--- src/rtl/hippo_mdu_pkg.sv ---
// Shared types and op-decode helpers for the iterative multiply/divide unit.
// Imported by hippo_mdu and by the execute-stage decoder.
package hippo_mdu_pkg;

  typedef enum logic [2:0] {
    OP_MUL    = 3'd0,
    OP_MULH   = 3'd1,
    OP_MULHSU = 3'd2,
    OP_MULHU  = 3'd3,
    OP_DIV    = 3'd4,
    OP_DIVU   = 3'd5,
    OP_REM    = 3'd6,
    OP_REMU   = 3'd7
  } mdu_op_e;

  typedef enum logic [1:0] {
    S_IDLE = 2'd0,
    S_BUSY = 2'd1,
    S_DONE = 2'd2
  } mdu_state_e;

  function automatic logic is_div(input mdu_op_e op);
    return op inside {OP_DIV, OP_DIVU, OP_REM, OP_REMU};
  endfunction

  function automatic logic a_signed(input mdu_op_e op);
    return op inside {OP_MULH, OP_MULHSU, OP_DIV, OP_REM};
  endfunction

  function automatic logic b_signed(input mdu_op_e op);
    return op inside {OP_MULH, OP_DIV, OP_REM};
  endfunction

endpackage

--- src/rtl/hippo_mdu.sv ---
// Iterative RISC-V M-extension unit: one shift-add or restoring-divide step per
// cycle on a shared 2*WIDTH accumulator, with valid/ready on both sides.
module hippo_mdu
  import hippo_mdu_pkg::*;
#(
  parameter int unsigned WIDTH = 32
) (
  input  logic             clk,
  input  logic             rst,
  input  logic             in_valid,
  output logic             in_ready,
  input  logic [WIDTH-1:0] a,
  input  logic [WIDTH-1:0] b,
  input  logic [2:0]       op,
  input  logic             flush,
  output logic             out_valid,
  input  logic             out_ready,
  output logic [WIDTH-1:0] res
);

  localparam int unsigned CW = $clog2(WIDTH + 1);
  localparam int unsigned AW = 2 * WIDTH;

  mdu_state_e       r_state, w_state_nxt;
  mdu_op_e          r_op, w_op_nxt;
  logic             r_neg, w_neg_nxt;
  logic [WIDTH-1:0] r_opb, w_opb_nxt;
  logic [AW-1:0]    r_acc, w_acc_nxt;
  logic [WIDTH:0]   r_rem, w_rem_nxt;
  logic [CW-1:0]    r_cnt, w_cnt_nxt;
  logic [WIDTH-1:0] r_res, w_res_nxt;

  // Operand decode and magnitudes at accept time
  mdu_op_e          w_in_op;
  logic             w_a_neg, w_b_neg, w_div0, w_ovf;
  logic [WIDTH-1:0] w_a_mag, w_b_mag, w_min;

  assign w_in_op = mdu_op_e'(op);
  assign w_a_neg = a_signed(w_in_op) & a[WIDTH-1];
  assign w_b_neg = b_signed(w_in_op) & b[WIDTH-1];
  assign w_a_mag = w_a_neg ? (~a + WIDTH'(1)) : a;
  assign w_b_mag = w_b_neg ? (~b + WIDTH'(1)) : b;
  assign w_min   = {1'b1, {(WIDTH-1){1'b0}}};
  assign w_div0  = is_div(w_in_op) && (b == '0);
  assign w_ovf   = (w_in_op inside {OP_DIV, OP_REM}) && (a == w_min) && (b == '1);

  // Multiply step: add multiplicand into the high word when the low bit is set, then shift right
  logic [WIDTH:0]   w_mul_sum;
  logic [AW-1:0]    w_mul_acc;
  assign w_mul_sum = {1'b0, r_acc[AW-1:WIDTH]} + (r_acc[0] ? {1'b0, r_opb} : '0);
  assign w_mul_acc = {w_mul_sum, r_acc[WIDTH-1:1]};

  // Restoring divide step: quotient bits shift into the low word as dividend bits shift out
  logic [WIDTH:0]   w_rem_sh, w_trial, w_div_rem;
  logic             w_qbit;
  logic [AW-1:0]    w_div_acc;
  assign w_rem_sh  = {r_rem[WIDTH-1:0], r_acc[WIDTH-1]};
  assign w_trial   = w_rem_sh - {1'b0, r_opb};
  assign w_qbit    = ~w_trial[WIDTH];
  assign w_div_rem = w_qbit ? w_trial : w_rem_sh;
  assign w_div_acc = {r_acc[AW-1:WIDTH], r_acc[WIDTH-2:0], w_qbit};

  // Sign-corrected results of the final step
  logic [AW-1:0]    w_prod;
  logic [WIDTH-1:0] w_quo, w_remv, w_final;
  assign w_prod = r_neg ? (~w_mul_acc + AW'(1)) : w_mul_acc;
  assign w_quo  = r_neg ? (~w_div_acc[WIDTH-1:0] + WIDTH'(1)) : w_div_acc[WIDTH-1:0];
  assign w_remv = r_neg ? (~w_div_rem[WIDTH-1:0] + WIDTH'(1)) : w_div_rem[WIDTH-1:0];

  always_comb begin
    case (r_op)
      OP_MUL:                        w_final = w_prod[WIDTH-1:0];
      OP_MULH, OP_MULHSU, OP_MULHU:  w_final = w_prod[AW-1:WIDTH];
      OP_DIV, OP_DIVU:               w_final = w_quo;
      default:                       w_final = w_remv;
    endcase
  end

  // Next-state and datapath update
  always_comb begin
    w_state_nxt = r_state;
    w_op_nxt    = r_op;
    w_neg_nxt   = r_neg;
    w_opb_nxt   = r_opb;
    w_acc_nxt   = r_acc;
    w_rem_nxt   = r_rem;
    w_cnt_nxt   = r_cnt;
    w_res_nxt   = r_res;
    case (r_state)
      S_IDLE: begin
        if (in_valid) begin
          w_op_nxt  = w_in_op;
          w_neg_nxt = (w_in_op inside {OP_REM, OP_REMU}) ? w_a_neg : (w_a_neg ^ w_b_neg);
          w_rem_nxt = '0;
          if (is_div(w_in_op)) begin
            w_opb_nxt = w_b_mag;
            w_acc_nxt = {{WIDTH{1'b0}}, w_a_mag};
          end else begin
            w_opb_nxt = w_a_mag;
            w_acc_nxt = {{WIDTH{1'b0}}, w_b_mag};
          end
          if (w_div0) begin
            w_res_nxt   = (w_in_op inside {OP_REM, OP_REMU}) ? a : '1;
            w_state_nxt = S_DONE;
          end else if (w_ovf) begin
            w_res_nxt   = (w_in_op == OP_DIV) ? w_min : '0;
            w_state_nxt = S_DONE;
          end else begin
            w_cnt_nxt   = CW'(WIDTH);
            w_state_nxt = S_BUSY;
          end
        end
      end
      S_BUSY: begin
        w_acc_nxt = is_div(r_op) ? w_div_acc : w_mul_acc;
        w_rem_nxt = is_div(r_op) ? w_div_rem : r_rem;
        w_cnt_nxt = r_cnt - CW'(1);
        if (r_cnt == CW'(1)) begin
          w_res_nxt   = w_final;
          w_state_nxt = S_DONE;
        end
      end
      S_DONE: begin
        if (out_ready) w_state_nxt = S_IDLE;
      end
      default: w_state_nxt = S_IDLE;
    endcase
    // Abort leaves the last delivered result visible
    if (flush) begin
      w_state_nxt = S_IDLE;
      w_res_nxt   = r_res;
    end
  end

  always_ff @(posedge clk) begin
    if (rst) begin
      r_state <= S_IDLE;
      r_op    <= OP_MUL;
      r_neg   <= 1'b0;
      r_opb   <= '0;
      r_acc   <= '0;
      r_rem   <= '0;
      r_cnt   <= '0;
      r_res   <= '0;
    end else begin
      r_state <= w_state_nxt;
      r_op    <= w_op_nxt;
      r_neg   <= w_neg_nxt;
      r_opb   <= w_opb_nxt;
      r_acc   <= w_acc_nxt;
      r_rem   <= w_rem_nxt;
      r_cnt   <= w_cnt_nxt;
      r_res   <= w_res_nxt;
    end
  end

  assign in_ready  = (r_state == S_IDLE);
  assign out_valid = (r_state == S_DONE);
  assign res       = r_res;

endmodule

--- config.mk ---
export PLATFORM = sky130hd
export DESIGN_NAME = hippo_mdu
export DESIGN_NICKNAME = d
export VERILOG_FILES = /design/src/rtl/hippo_mdu_pkg.sv /design/src/rtl/hippo_mdu.sv
export SDC_FILE = /design/constraint.sdc
export NUM_CORES = 1
export LEC_CHECK = 0
export CAP_MARGIN = 20
export CORE_MARGIN = 2
export CORE_UTILIZATION = 35
export CTS_CLUSTER_DIAMETER = 120
export DETAILED_ROUTE_END_ITERATION = 16
export DONT_BUFFER_PORTS = 1
export GPL_TIMING_DRIVEN = 0
export REMOVE_ABC_BUFFERS = 1
export SETUP_SLACK_MARGIN = 0.15
export SLEW_MARGIN = 20
export SYNTH_ARGS = -nofsm -noshare
export SYNTH_HDL_FRONTEND = slang
export SYNTH_SLANG_ARGS = --single-unit
export TNS_END_PERCENT = 20
--- constraint.sdc ---
create_clock -name clk -period 16.1 [get_ports clk]
set_input_delay 2.415 -clock clk [delete_from_list [all_inputs] [get_ports clk]]
set_output_delay 2.415 -clock clk [all_outputs]
set_load 0.05 [all_outputs]
After elaboration in Yosys (flattened, before gate mapping)
Cells that the tools add are included.
- register bits after elaboration: 172
- output and inout port bits: 34
- add/subtract/negate cells: 8
- eq/ne operators: 26
- bitwise operators: 10
- multiplexer cells: 34
- reduce and logical (&&, ||, !) cells: 23
- operator list (cell ; number):
    two-way mux 32 bit ; 16
    two-way mux 64 bit ; 3
    adder 32 x 1 -> 32 bit (second input constant) ; 4
    inverter 32 bit ; 4
    one-hot mux 32 bit (2 select lines) ; 2
    one-hot mux 64 bit (2 select lines) ; 1
    one-hot mux 32 bit (3 select lines) ; 1
    adder 64 x 1 -> 64 bit (second input constant) ; 1
    == test 32 bit (second input constant) ; 2
    inverter 64 bit ; 1
    adder 32 x 32 -> 33 bit ; 1
    subtractor 33 x 32 -> 33 bit ; 1
    zero test 32 bit ; 1
    == test 3 bit (second input constant) ; 8
    two-way mux 6 bit ; 3
    inequality test 2 bit (second input constant) ; 6
    one-hot mux 6 bit (2 select lines) ; 1
    nonzero test 4 bit ; 3
    two-way mux 2 bit ; 5
    == test 3 x 2 -> 1 bit (second input constant) ; 3
    AND reduction 3 bit ; 3
    == test 3 x 1 -> 1 bit (second input constant) ; 2
    == test 6 x 1 -> 1 bit (second input constant) ; 1
    one-hot mux 2 bit (3 select lines) ; 1
    19 further kinds ; 27

Logic depth before layout (Yosys ltp)
- depth in word-level cells: 8
- depth in mapped cells: 28

Least setup slack after synthesis
OpenSTA, ideal clock, no wires.
- path kind: register to register
- start: reg r_acc[31]
- end: reg r_res[28], in the netlist res[28]
- cell stages (with the launch flop): 27
- setup slack: 9.605 ns
- setup time: 0.074 ns
- buffers on the path: 5
- data arrival time: 6.421 ns
- cell sequence: dfxtp_1 -> clkbuf_1 -> inv_1 -> ha_1 -> inv_1 -> fa_1 -> a211oi_1 -> o211ai_1 -> nand4_1 -> a2111oi_0 -> or3_1 -> clkbuf_1 -> and2_1 -> buf_2 -> buf_1 -> clkbuf_1 -> mux2i_1 -> ha_1 -> inv_1 -> or4b_2 -> or4_1 -> o31ai_1 -> nand4_1 -> o41ai_1 -> xnor2_1 -> o21ai_0 -> a31oi_1
- word-level cells in the longest chain between the ends: 8
- elaborated cells on any way between the ends: 15
- those cells by class: add/sub: 4; mux: 7; bitwise: 4
- ends and longest elaborated chain (what ; line ; RTL):
    from (decl) ; hippo_mdu.sv:28 ; logic [AW-1:0] r_acc, w_acc_nxt;
    from (signal assigned) ; hippo_mdu.sv:150 ; r_acc <= w_acc_nxt;
    subtractor 33 x 32 -> 33 bit ; hippo_mdu.sv:58 ; assign w_trial = w_rem_sh - {1'b0, r_opb};
    two-way mux 32 bit or inverter 1 bit (tied branches) ; hippo_mdu.sv:60, hippo_mdu.sv:59 ;
    inverter 32 bit (on tied branches) ; hippo_mdu.sv:68, hippo_mdu.sv:67 ;
    adder 32 x 1 -> 32 bit (on tied branches) ; hippo_mdu.sv:68, hippo_mdu.sv:67 ;
    two-way mux 32 bit (on tied branches) ; hippo_mdu.sv:68, hippo_mdu.sv:67 ;
    one-hot mux 32 bit (3 select lines) * ; hippo_mdu.sv:71 ; case (r_op)
    two-way mux 32 bit * ; hippo_mdu.sv:118 ; if (r_cnt == CW'(1)) begin
    one-hot mux 32 bit (2 select lines) * ; hippo_mdu.sv:89 ; case (r_state)
    to (signal assigned) ; hippo_mdu.sv:153 ; r_res <= w_res_nxt;
    to (decl) ; hippo_mdu.sv:31 ; logic [WIDTH-1:0] r_res, w_res_nxt;
Every way passes the cells marked *; elsewhere a longest branch is shown, timed or not. The select of a mux whose other input is x is not followed.
A chain may end at the register's enable or synchronous reset.

Worst setup path in the final report
Same ends and word-level chain as after synthesis.

==> run_results.csv <==
group,metric,value,unit
power_and_ir_drop,ir_worst_vdd,0.05970,mV
global_route,grt_pass1_vias,17321,
layout,stdcell_count,3015,
layout,fin_nets,2476,
timing,setup_tns,0,ns
global_route,use_met3,0.03300,
critical_path,r2r_cells,23,
cts,cts.htree.levels,4,
timing,clock.fmax,117.6,MHz
yosys,synth_seq_area_share,0.1964,
yosys,synth.avg_cell_area,7.020,um2
yosys,synth-compound-area-share,0.3010,
yosys,synth_edf_count,0,
global_route,met2_usage,0.4042,
drt,viasPerCell,6.162,
cts,clock-root-buffer,"clkbuf_16",
layout,areaGrowthSynthToFinish,5.744,%
placed_design,gp_congestion,0.9604,
yosys,async_reset_ff_frac,0,
critical_path,ff2ff_setup_slack,7.60,ns
cts,cts_tree,"done",
cts,clock_sinks,172,
power_and_ir_drop,p_comb_frac,0.293,
layout,nFillCells,5263,
timing,setup_viol,0,
global_route,antenna_found_initial,0,
yosys,synth_xor_area_frac,0.1019,
drt,drc,0,
floorplan,core-area,49760,um2
global_route,grt_pass1_wl,101200,um
timing,min_period,8.500,ns
critical_path,worstSetupStartpointType,"flop",
yosys,synth_fa_ha_area_frac,0.05366,
global_route,gr-max-usage-layer,"met2",
global_route,overflow,0,
critical_path,crit_end,"res[28]",
global_route,gr-usage-met1,0.3229,
yosys,yosysUniqueCellTypes,87,
placed_design,dpl_cell_area,17990,um2
cts,cts_inserted_buffers,17,
job,max_cap_violations,0,
global_route,grt_max_degree,161,
yosys,netlist_instances,2498,
power_and_ir_drop,switching_power,474.2,uW
power_and_ir_drop,power_density,67.66,nW/um2
drt,drtIter0Drc,1617,
critical_path,worstSetupStartpoint,"r_acc[31]",
critical_path,crit_fanout,34,
power_and_ir_drop,p_leak,0.006849,uW
layout,n_antenna_cell,0,
placed_design,dpl.cell_count,2983,
timing,fin_skew,0.01522,ns
drt,firstDrtPassIters,8,
floorplan,num_io_pins,106,
power_and_ir_drop,seqPwrFrac,0.379,
critical_path,critPathRequiredTime,16.41,ns
drt,routed_wl,65980,um
floorplan,fp.dieH,227.8,um
cts,post_cts_resize_count,0,
placed_design,post-dp-hpwl,51350,um
critical_path,arrival,8.81,ns
critical_path,critPathCaptureType,"flop",
power_and_ir_drop,swShare,0.3779,
yosys,yosysWarnings,0,
timing,final.period_utilization,0.5280,
drt,dr_total_vias,18579,
power_and_ir_drop,internal_power,780.5,uW
floorplan,die_x,227.8,um
timing,final_hold_viol_count,0,
worst_hold_path,hold_path.class,"reg2reg",
yosys,synth_seq_cells,172,
cts,clockBufferDepth,2,
layout,drive_above_1_share,0.05036,
yosys,synth_top_flop_cell,"dfxtp_1",
global_route,grtUsageTotal,0.2449,
cts,clk_latency,0.47,ns
yosys,synth_top_family_by_area,"compound AO/OA/AOI/OAI gates",
floorplan,start_util,0.3524,
placed_design,io_buffers,0,
timing,drv_slew,0,
power_and_ir_drop,pwr-share-clk,0.328,
yosys,synth_mux_area_frac,0.04866,
cts,clk_pin_slew,0.08,ns
critical_path,r2r_end,"res[28]",
timing,max_slew_margin,0.2360,
layout,final_cell_area,18540,um2
yosys,synth-simple-area-share,0.2400,
drt,wl_per_cell,21.88,um
layout,final_common_cell,"nor2_1",
outcome,status,"finished clean",
yosys,synth_area,17540,um2
timing,worst_slew_pin_slew,1.117,ns
cts,cts_setup_buffers,0,
critical_path,rr_startpoint,"r_acc[31]",
cts,cts-hold-fix-buffers,0,
floorplan,rows,82,
timing,rsz0062_at_grt,"no",
floorplan,die-area,51910,um2
layout,final_cell_mix,"nor2_1 (303), nand2_1 (253), o21ai_0 (187)",
drt,antenna_left,0,
critical_path,path_class,"reg2reg",
==> how the worst min path moves through the flow <==
stage / start / end / cells past startpoint
after floorplan: r_opb[11] / r_opb[11] / 2
after global placement: r_opb[9] / r_opb[9] / 2
after detailed placement: r_opb[9] / r_opb[9] / 2
after CTS: r_opb[30] / r_opb[30] / 2
after global routing: r_opb[14] / r_opb[14] / 2
final: r_opb[17] / r_opb[17] / 2
==> kinds of logic (layout without fill, tap and decap cells) <==
group	after synthesis	count (layout)
multiplexers	82	82
AO/OA/AOI/OAI	799	799
XOR/XNOR	204	204
flip-flops	172	172
AND/OR/NAND/NOR	900	900
buffers and inverters	267	112
adder cells (fa/ha/maj)	74	74
==> flip-flops by register name (all words and copies together) (netlist names) <==
signal,count
r_rem,32
r_cnt,6
r_neg,1
r_acc,64
r_state,2
r_op,3
res,32
r_opb,32
==> power groups by stage <==
stage	Combinational, uW	Clock (uW)	Sequential (uW)
5_1_grt	400	434	479
3_5_place_dp	357	0	484
6_report	367	412	476
2_1_floorplan	257	0	477
3_3_place_gp	343	0	490
4_1_cts	360	415	474
==> cells in the mapped netlist (17+ instances only) <==
library cell  instances  area, um2
or4_1                22      165.2
mux2i_1              65      650.6
nor2_1              310       1164
a22oi_1              52      390.4
a31oi_1              24      150.1
xor2_1              110      963.4
nand2b_1             19      118.9
a221oi_1             17      148.9
o211ai_1             48      360.4
inv_1                66      247.7
buf_1                20      75.07
or3_1                27      168.9
clkbuf_1            175      656.9
dfxtp_1             172       3443
nor3_1               81      405.4
nand4_1              37      231.5
a211oi_1             45      337.8
o31ai_1              37      277.8
nor4_1               24      150.1
a21oi_1             178      890.9
ha_1                 72      900.9
nand3_1              31      155.2
nand2_1             255      957.2
and2_1               20      125.1
a311oi_1             20      175.2
o21ai_0             187      935.9
xnor2_1              94      823.3
a21o_1               39      292.8
==> worst max-delay path: stages, from the launching register on <==
cell,delay (ns)
dfxtp_1,0.66
inv_1,0.13
ha_1,0.24
inv_1,0.08
fa_1,0.24
a211oi_1,0.12
o211ai_1,0.47
nand4_1,0.36
a2111oi_0,0.64
o21ai_0,0.46
and2_2,0.46
inv_1,0.84
nor2_1,0.07
a21oi_1,0.21
ha_1,0.28
inv_1,0.10
or4b_2,0.73
or4_1,0.46
o31ai_1,0.57
nand4_1,0.35
o41ai_1,0.38
xnor2_1,0.14
o21ai_0,0.19
a31oi_1,0.11
==> per-layer routing <==
| metal | vias to the layer above | part of all wire |
|---|---|---|
| li1 | 8789 | - |
| met1 | 8909 | 0.44 |
| met2 | 750 | 0.46 |
| met3 | 131 | 0.067 |
| met4 | 0 | 0.037 |
| met5 | - | 0 |
==> cell type report <==
type,count,area (um2),share of cell area
Timing Repair Buffer,14,295.3,0.01592
Clock inverter,15,127.6,0.006883
Tap cell,672,840.8,0.04534
Multi-Input combinational cell,2059,13150,0.7094
Sequential cell,172,3452,0.1862
Inverter,66,247.7,0.01336
Clock buffer,17,425.4,0.02294
==> per-stage QoR <==
stage,hold slack (ns),utilization,worst slack [ns],total power [uW]
2_1_floorplan,0.4258,-,8.895,733.6
3_3_place_gp,0.4353,0.3537,6.062,832.6
3_5_place_dp,0.4453,0.3615,7.722,841.8
4_1_cts,0.4556,0.3726,7.719,1250
5_1_grt,0.4703,0.3726,7.028,1312
6_report,0.4545,0.3726,7.600,1255
Note: power is estimated with default switching activity, not from simulation.
